--- src/rtl/program_loader_seq.sv ---
// Test-harness sequencer: copies per-core data windows from a shared source
// memory into each core's RAM, kicks the cores and collects sticky done flags.
// Parallel mode loads all cores then runs them together; rotate mode loads,
// runs and finishes one core at a time. Includes a run timeout and a
// saturating RUN cycle counter.

// Per-core sticky done flag. A flag only arms once its core has been kicked,
// so a core_done that is high before the kick is ignored until the first RUN
// edge after it.
module program_loader_flag (
  input  logic clk,
  input  logic init,
  input  logic clr,
  input  logic kick,
  input  logic run,
  input  logic core_done,
  output logic flag_nx
);
  logic started_q, started_d;
  logic flag_q, flag_d;

  // next flag/armed state: clear on new sequence, re-arm on kick, set in RUN
  always_comb begin
    started_d = started_q;
    flag_d    = flag_q;
    if (clr) begin
      started_d = 1'b0;
      flag_d    = 1'b0;
    end else if (kick) begin
      started_d = 1'b1;
      flag_d    = 1'b0;
    end else if (run && started_q && core_done) begin
      flag_d = 1'b1;
    end
  end

  // flag registers
  always_ff @(posedge clk) begin
    if (init) begin
      started_q <= 1'b0;
      flag_q    <= 1'b0;
    end else begin
      started_q <= started_d;
      flag_q    <= flag_d;
    end
  end

  // the value the flag takes at this edge, so RUN can end on the same edge
  assign flag_nx = flag_d;
endmodule

module program_loader_seq #(
  parameter int N_CORES = 3,
  parameter int AW = 8,
  parameter int DW = 8,
  parameter logic [N_CORES*AW-1:0] WIN_BASE = {8'd128, 8'd32, 8'd1},
  parameter logic [N_CORES*(AW+1)-1:0] WIN_LEN = {9'd20, 9'd64, 9'd3},
  parameter int TIMEOUT = 65535,
  parameter int CW = 16,
  localparam int CCW = (N_CORES > 1) ? $clog2(N_CORES) : 1
) (
  input  logic               clk,
  input  logic               init,
  input  logic               start,
  input  logic               mode,
  output logic [AW-1:0]      src_addr,
  input  logic [DW-1:0]      src_data,
  output logic [N_CORES-1:0] wr_en,
  output logic [AW-1:0]      wr_addr,
  output logic [DW-1:0]      wr_data,
  output logic [N_CORES-1:0] core_start,
  input  logic [N_CORES-1:0] core_done,
  output logic [CCW-1:0]     cur_core,
  output logic               busy,
  output logic               done,
  output logic               timeout,
  output logic [CW-1:0]      run_cycles
);
  // KICK is the single core_start cycle between LOAD and RUN; it is not a
  // RUN cycle, so it is neither counted nor used to sample core_done.
  typedef enum logic [2:0] {
    ST_IDLE, ST_LOAD, ST_KICK, ST_RUN, ST_DONE
  } state_t;

  state_t               state_q, state_d;
  logic                 mode_q, mode_d;
  logic [CCW-1:0]       cur_q, cur_d;
  logic [AW:0]          cnt_q, cnt_d;
  logic [N_CORES-1:0]   wr_en_q, wr_en_d;
  logic [AW-1:0]        wr_addr_q, wr_addr_d;
  logic [31:0]          tmo_q, tmo_d;
  logic [CW-1:0]        runc_q, runc_d;
  logic                 timeout_q, timeout_d;

  logic                 clr;
  logic                 last_core;
  logic [AW-1:0]        cur_base;
  logic [AW:0]          cur_len;
  logic [N_CORES-1:0]   flag_nx;

  assign cur_base = WIN_BASE[int'(cur_q)*AW +: AW];
  assign cur_len  = WIN_LEN[int'(cur_q)*(AW+1) +: AW+1];

  // per-core sticky done flags
  for (genvar g = 0; g < N_CORES; g++) begin : g_flag
    program_loader_flag u_flag (
      .clk       (clk),
      .init      (init),
      .clr       (clr),
      .kick      (core_start[g]),
      .run       (state_q == ST_RUN),
      .core_done (core_done[g]),
      .flag_nx   (flag_nx[g])
    );
  end

  // next-state, read issue and counters
  always_comb begin
    state_d   = state_q;
    mode_d    = mode_q;
    cur_d     = cur_q;
    cnt_d     = cnt_q;
    tmo_d     = tmo_q;
    runc_d    = runc_q;
    timeout_d = timeout_q;
    wr_en_d   = '0;
    wr_addr_d = '0;
    src_addr  = '0;
    clr       = 1'b0;
    last_core = (cur_q == CCW'(N_CORES - 1));
    case (state_q)
      ST_IDLE, ST_DONE: begin
        if (start) begin
          state_d   = ST_LOAD;
          mode_d    = mode;
          cur_d     = '0;
          cnt_d     = '0;
          tmo_d     = '0;
          runc_d    = '0;
          timeout_d = 1'b0;
          clr       = 1'b1;
        end
      end
      ST_LOAD: begin
        // cnt 0..len-1 issue reads; cnt == len drains the last write
        if (cnt_q < cur_len) begin
          src_addr         = cur_base + cnt_q[AW-1:0];
          wr_en_d[cur_q]   = 1'b1;
          wr_addr_d        = src_addr;
          cnt_d            = cnt_q + (AW+1)'(1);
        end else begin
          cnt_d = '0;
          if (mode_q || last_core) state_d = ST_KICK;
          else                     cur_d   = cur_q + CCW'(1);
        end
      end
      ST_KICK: state_d = ST_RUN;
      ST_RUN: begin
        tmo_d = tmo_q + 32'd1;
        if (runc_q != '1) runc_d = runc_q + CW'(1);
        // completion wins over a timeout reached on the same edge
        if (mode_q ? flag_nx[cur_q] : &flag_nx) begin
          if (mode_q && !last_core) begin
            state_d = ST_LOAD;
            cur_d   = cur_q + CCW'(1);
          end else begin
            state_d = ST_DONE;
          end
        end else if (tmo_d >= 32'(TIMEOUT)) begin
          state_d   = ST_DONE;
          timeout_d = 1'b1;
        end
      end
      default: state_d = ST_IDLE;
    endcase
  end

  // state and pipeline registers
  always_ff @(posedge clk) begin
    if (init) begin
      state_q   <= ST_IDLE;
      mode_q    <= 1'b0;
      cur_q     <= '0;
      cnt_q     <= '0;
      wr_en_q   <= '0;
      wr_addr_q <= '0;
      tmo_q     <= '0;
      runc_q    <= '0;
      timeout_q <= 1'b0;
    end else begin
      state_q   <= state_d;
      mode_q    <= mode_d;
      cur_q     <= cur_d;
      cnt_q     <= cnt_d;
      wr_en_q   <= wr_en_d;
      wr_addr_q <= wr_addr_d;
      tmo_q     <= tmo_d;
      runc_q    <= runc_d;
      timeout_q <= timeout_d;
    end
  end

  assign wr_en      = wr_en_q;
  assign wr_addr    = wr_addr_q;
  assign wr_data    = (|wr_en_q) ? src_data : '0;
  assign core_start = (state_q != ST_KICK) ? '0 :
                      mode_q ? (N_CORES'(1) << cur_q) : '1;
  assign cur_core   = cur_q;
  assign busy       = (state_q == ST_LOAD) || (state_q == ST_KICK) || (state_q == ST_RUN);
  assign done       = (state_q == ST_DONE);
  assign timeout    = timeout_q;
  assign run_cycles = runc_q;
endmodule

--- config.mk ---
export PLATFORM = sky130hd
export DESIGN_NAME = program_loader_seq
export DESIGN_NICKNAME = d
export VERILOG_FILES = /design/src/rtl/program_loader_seq.sv
export SDC_FILE = /design/constraint.sdc
export NUM_CORES = 1
export LEC_CHECK = 0
export CAP_MARGIN = 20
export CORE_MARGIN = 3
export CORE_UTILIZATION = 35
export CTS_CLUSTER_SIZE = 10
export DETAILED_ROUTE_END_ITERATION = 10
export PLACE_DENSITY = 0.62
export SLEW_MARGIN = 25
export SYNTH_ARGS = -nofsm -noshare
export SYNTH_HDL_FRONTEND = slang
export SYNTH_HIERARCHICAL = 1
export SYNTH_SLANG_ARGS = --single-unit
export TNS_END_PERCENT = 30
--- constraint.sdc ---
create_clock -name clk -period 2.7 [get_ports clk]
set_input_delay 0.54 -clock clk [delete_from_list [all_inputs] [get_ports clk]]
set_output_delay 0.54 -clock clk [all_outputs]
set_load 0.05 [all_outputs]
==> metrics.txt, run 1 <==
status finished with violations; failing checks setup timing; first-pass GRT wire length ~21000 µm; top-area cell type share of the netlist area 0.348; 1st-iter DRT viols 377; CP arrival 2.25 ns; Synth Area in Simple Gates 0.322; crit path launch type register; layout cells sized above 1 0.183; Max Buffers Root-to-Sink 2; skew final approximately 0.0068 ns; Power Density 486 nW/µm²; Synth Area in XOR/XNOR 0.0638; routability congestion estimate 0.828; R2R Path End wr_addr[0]; initial antenna violation count 0; final hold violation count 0; post-synthesis adder-cell area fraction 0.0402; Setup CP Type reg -> out; root buf cell clkbuf_16; fin util 0.480; reg-to-reg setup timing slack 0.04 ns; Nets 712; top-level port count 66; worst vdd ir 0.224 mV; crit path from cur_core[1]; # hold bufs at CTS 0; Synth Register Bits 81; Yosys cell types 57; Detailed Routing Iterations Pass 1 5; ANT nets after route 0; largest area contributor in the netlist dfxtp_1; largest net degree at the start of global routing 34; mux share of post-synthesis cell area 0.00429; leak pwr 2.16 nW; cell area after synthesis 4660 µm²; slew margin rel. 0.476; minimum clock period between 2 and 3 ns; Setup crit end kind primary output; Clock Latency Late Sink 0.35 ns; core area about 13000 µm²; largest family of logic cells by synthesized area simple AND/OR/NAND/NOR gates; DR DRC count 0; post-synthesis sequential area ratio 0.348; Post-Syn Instances 596; Worst Setup EP src_addr[2]; max-slew violations 0; max_cap viols 0; routed vias 4697; H-tree depth 3; GRT Residual Overflow 0; Final setup viols 8; worst setup margin -0.0906 ns; fmax around 0.36 GHz; post-detail-place hpwl 9010 µm; DIE HEIGHT 121 µm; Routed WL per cell 14.6 µm; chip width ~120 µm; area grow syn2layout 31.9%; CP required about 2.2 ns; Initial Util 0.364; vias per cell 5.47; die area 14700 µm²; Worst R2R Path Depth 15; crit-path max FO 9; Hold WC Path Type reg -> reg; number of synthesized flops with an enable pin 0; post-route clock period utilization 1.03; port bufs between 60 and 70; Synth Area in Compound Gates 0.180; Top FF cell, synth dfxtp_1; pre-CTS WS 0.0507 ns; worst-margin pin slew 0.780 ns; Post-Syn Area per Cell 7.83 µm²; Worst R2R Start cur_core[1]; CTS tree yes; CTS Buf Count 9; TritonCTS Sinks a little over 80; Site Rows 41; Tot GR Track Use 0.178; Area contributors post-synth dfxtp_1, nor2_1, a21oi_1; DRT Wirelength 12600 µm; ANT cells 0; clock slew seen by the registers of the worst setup and hold paths ~0.060 ns; Post-synth ARST share 0; RSZ-0062 raised after global routing yes; vias in the first global route 4448; Yosys warnings 6; syn nets approximately 630
[layer usage]
metal  up-vias  track usage  share of wire
met3        18       0.0434          0.058
li1       2319            -              -
met4         0       0.0616          0.018
met2       123        0.293           0.46
met1      2237        0.226           0.46
met5         -            0              0
[worst min-delay path by stage]
stage / cells past startpoint / end / start / slack, ns
2_1_floorplan: 1 / cnt_q[8] / cnt_q[8] / 0.46
3_3_place_gp: 1 / cnt_q[8] / cnt_q[8] / 0.47
3_5_place_dp: 1 / cnt_q[8] / cnt_q[8] / 0.48
4_1_cts: 1 / cnt_q[8] / cnt_q[8] / 0.48
5_1_grt: 1 / cnt_q[8] / cnt_q[8] / 0.50
6_report: 1 / cnt_q[8] / cnt_q[8] / 0.48
[through the flow]
stage	power [mW]	area (µm²)	hold WS [ns]	cells	setup TNS (ns)
global route	3.14	6150	0.499	859	-1.98
detailed placement	1.85	5720	0.476	836	0
global placement	1.84	5720	0.472	836	0
CTS	3.01	6090	0.485	858	-0.786
finish	2.99	6150	0.480	859	-0.639
floorplan	1.67	4790	0.458	596	-0.285
[state kept, by name, indices dropped and copies added, names as in the netlist]
signal / cells
cnt_q: 9
wr_addr: 8
cur_core: 2
g_flag.u_flag/flag_q: 3
g_flag.u_flag/started_q: 3
timeout: 1
mode_q: 1
run_cycles: 16
state_q: 3
wr_en: 3
tmo_q: 32
[Yosys cell counts, drive strengths merged, types with 3 or more instances]
library cell / n
xnor2: 19
a21oi: 48
nor2b: 16
clkbuf: 24
nand4: 12
buf: 9
inv: 15
or3: 7
a211oi: 4
a41oi: 3
and3: 13
a311oi: 15
nor4: 11
nand2b: 4
a31oi: 11
and2: 3
nand3b: 5
dfxtp: 81
nor3: 22
nor2: 83
or4: 3
nand3: 26
ha: 15
nand2: 60
o21ai: 31
xor2: 15
and4: 4
a22oi: 4
nand4b: 4
or2: 4
nor3b: 4
[power by group]
group	leakage [nW]	total (mW)	switching, mW	internal (mW)
clock	0.126	1.11	0.494	0.620
sequential	0.655	1.24	0.0228	1.22
combinational	1.38	0.635	0.410	0.225
[cells in the final DEF, fill, tap and decap left out, types with 5 or more instances in the layout]
cell type / instances
a311oi_1: 15
clkbuf_16: 9
nor2b_1: 14
nor2_1: 72
clkdlybuf4s50_1: 45
xor2_1: 15
xnor2_1: 19
nand4_1: 9
nor2_4: 8
nand3b_1: 5
ha_1: 9
inv_1: 11
dfxtp_1: 78
or3_1: 7
o21ai_0: 30
a31oi_1: 11
and3_1: 13
buf_4: 52
nor3_1: 20
buf_6: 6
a21oi_1: 45
nand2_1: 60
nand3_1: 25
[layout make-up]
class                   count  area [µm²]
fillers                  1235        6670
multi-input cells         467        3010
flip-flops and latches     81        1630
repair buffers            108         972
clock buffers              11         233
well taps                 172         215
inverters                  15        63.8
clock inverters             5        31.3
[repair_timing]
action	4_1_cts	5_1_grt
buffers inserted	6	1
setup endpoints to repair	9	28
gates resized for setup	17	11
pin swaps	0	2
endpoints found under the hold margin	0	0
[cell families after synthesis]
| kind of cell | count (synthesis) |
|---|---|
| flip-flops | 81 |
| multiplexers | 2 |
| buffers and inverters | 48 |
| XOR/XNOR | 34 |
| AO/OA/AOI/OAI | 133 |
| adder cells (fa/ha/maj) | 15 |
| AND/OR/NAND/NOR | 283 |
[critical path, cell delays in order (launching register included)]
cell	delay, ns
dfxtp_4	0.39
inv_4	0.05
ha_4	0.17
inv_4	0.07
ha_4	0.19
nor2b_4	0.12
o21ai_1	0.11
nand2_1	0.06
a311o_1	0.31
buf_12	0.18
nor2_4	0.10
buf_8	0.15
No activity file was read; power rests on OpenSTA's default activity.
==> run 2: changes to the inputs <==
--- a/config.mk
+++ b/config.mk
@@ -10,6 +10,7 @@
 export CORE_UTILIZATION = 35
 export CTS_CLUSTER_SIZE = 10
 export DETAILED_ROUTE_END_ITERATION = 10
+export HOLD_SLACK_MARGIN = 0.1
 export PLACE_DENSITY = 0.62
 export SLEW_MARGIN = 25
 export SYNTH_ARGS = -nofsm -noshare
==> results of run 2 <==
Final layout, timing and power as in run 1 (identical DEF).
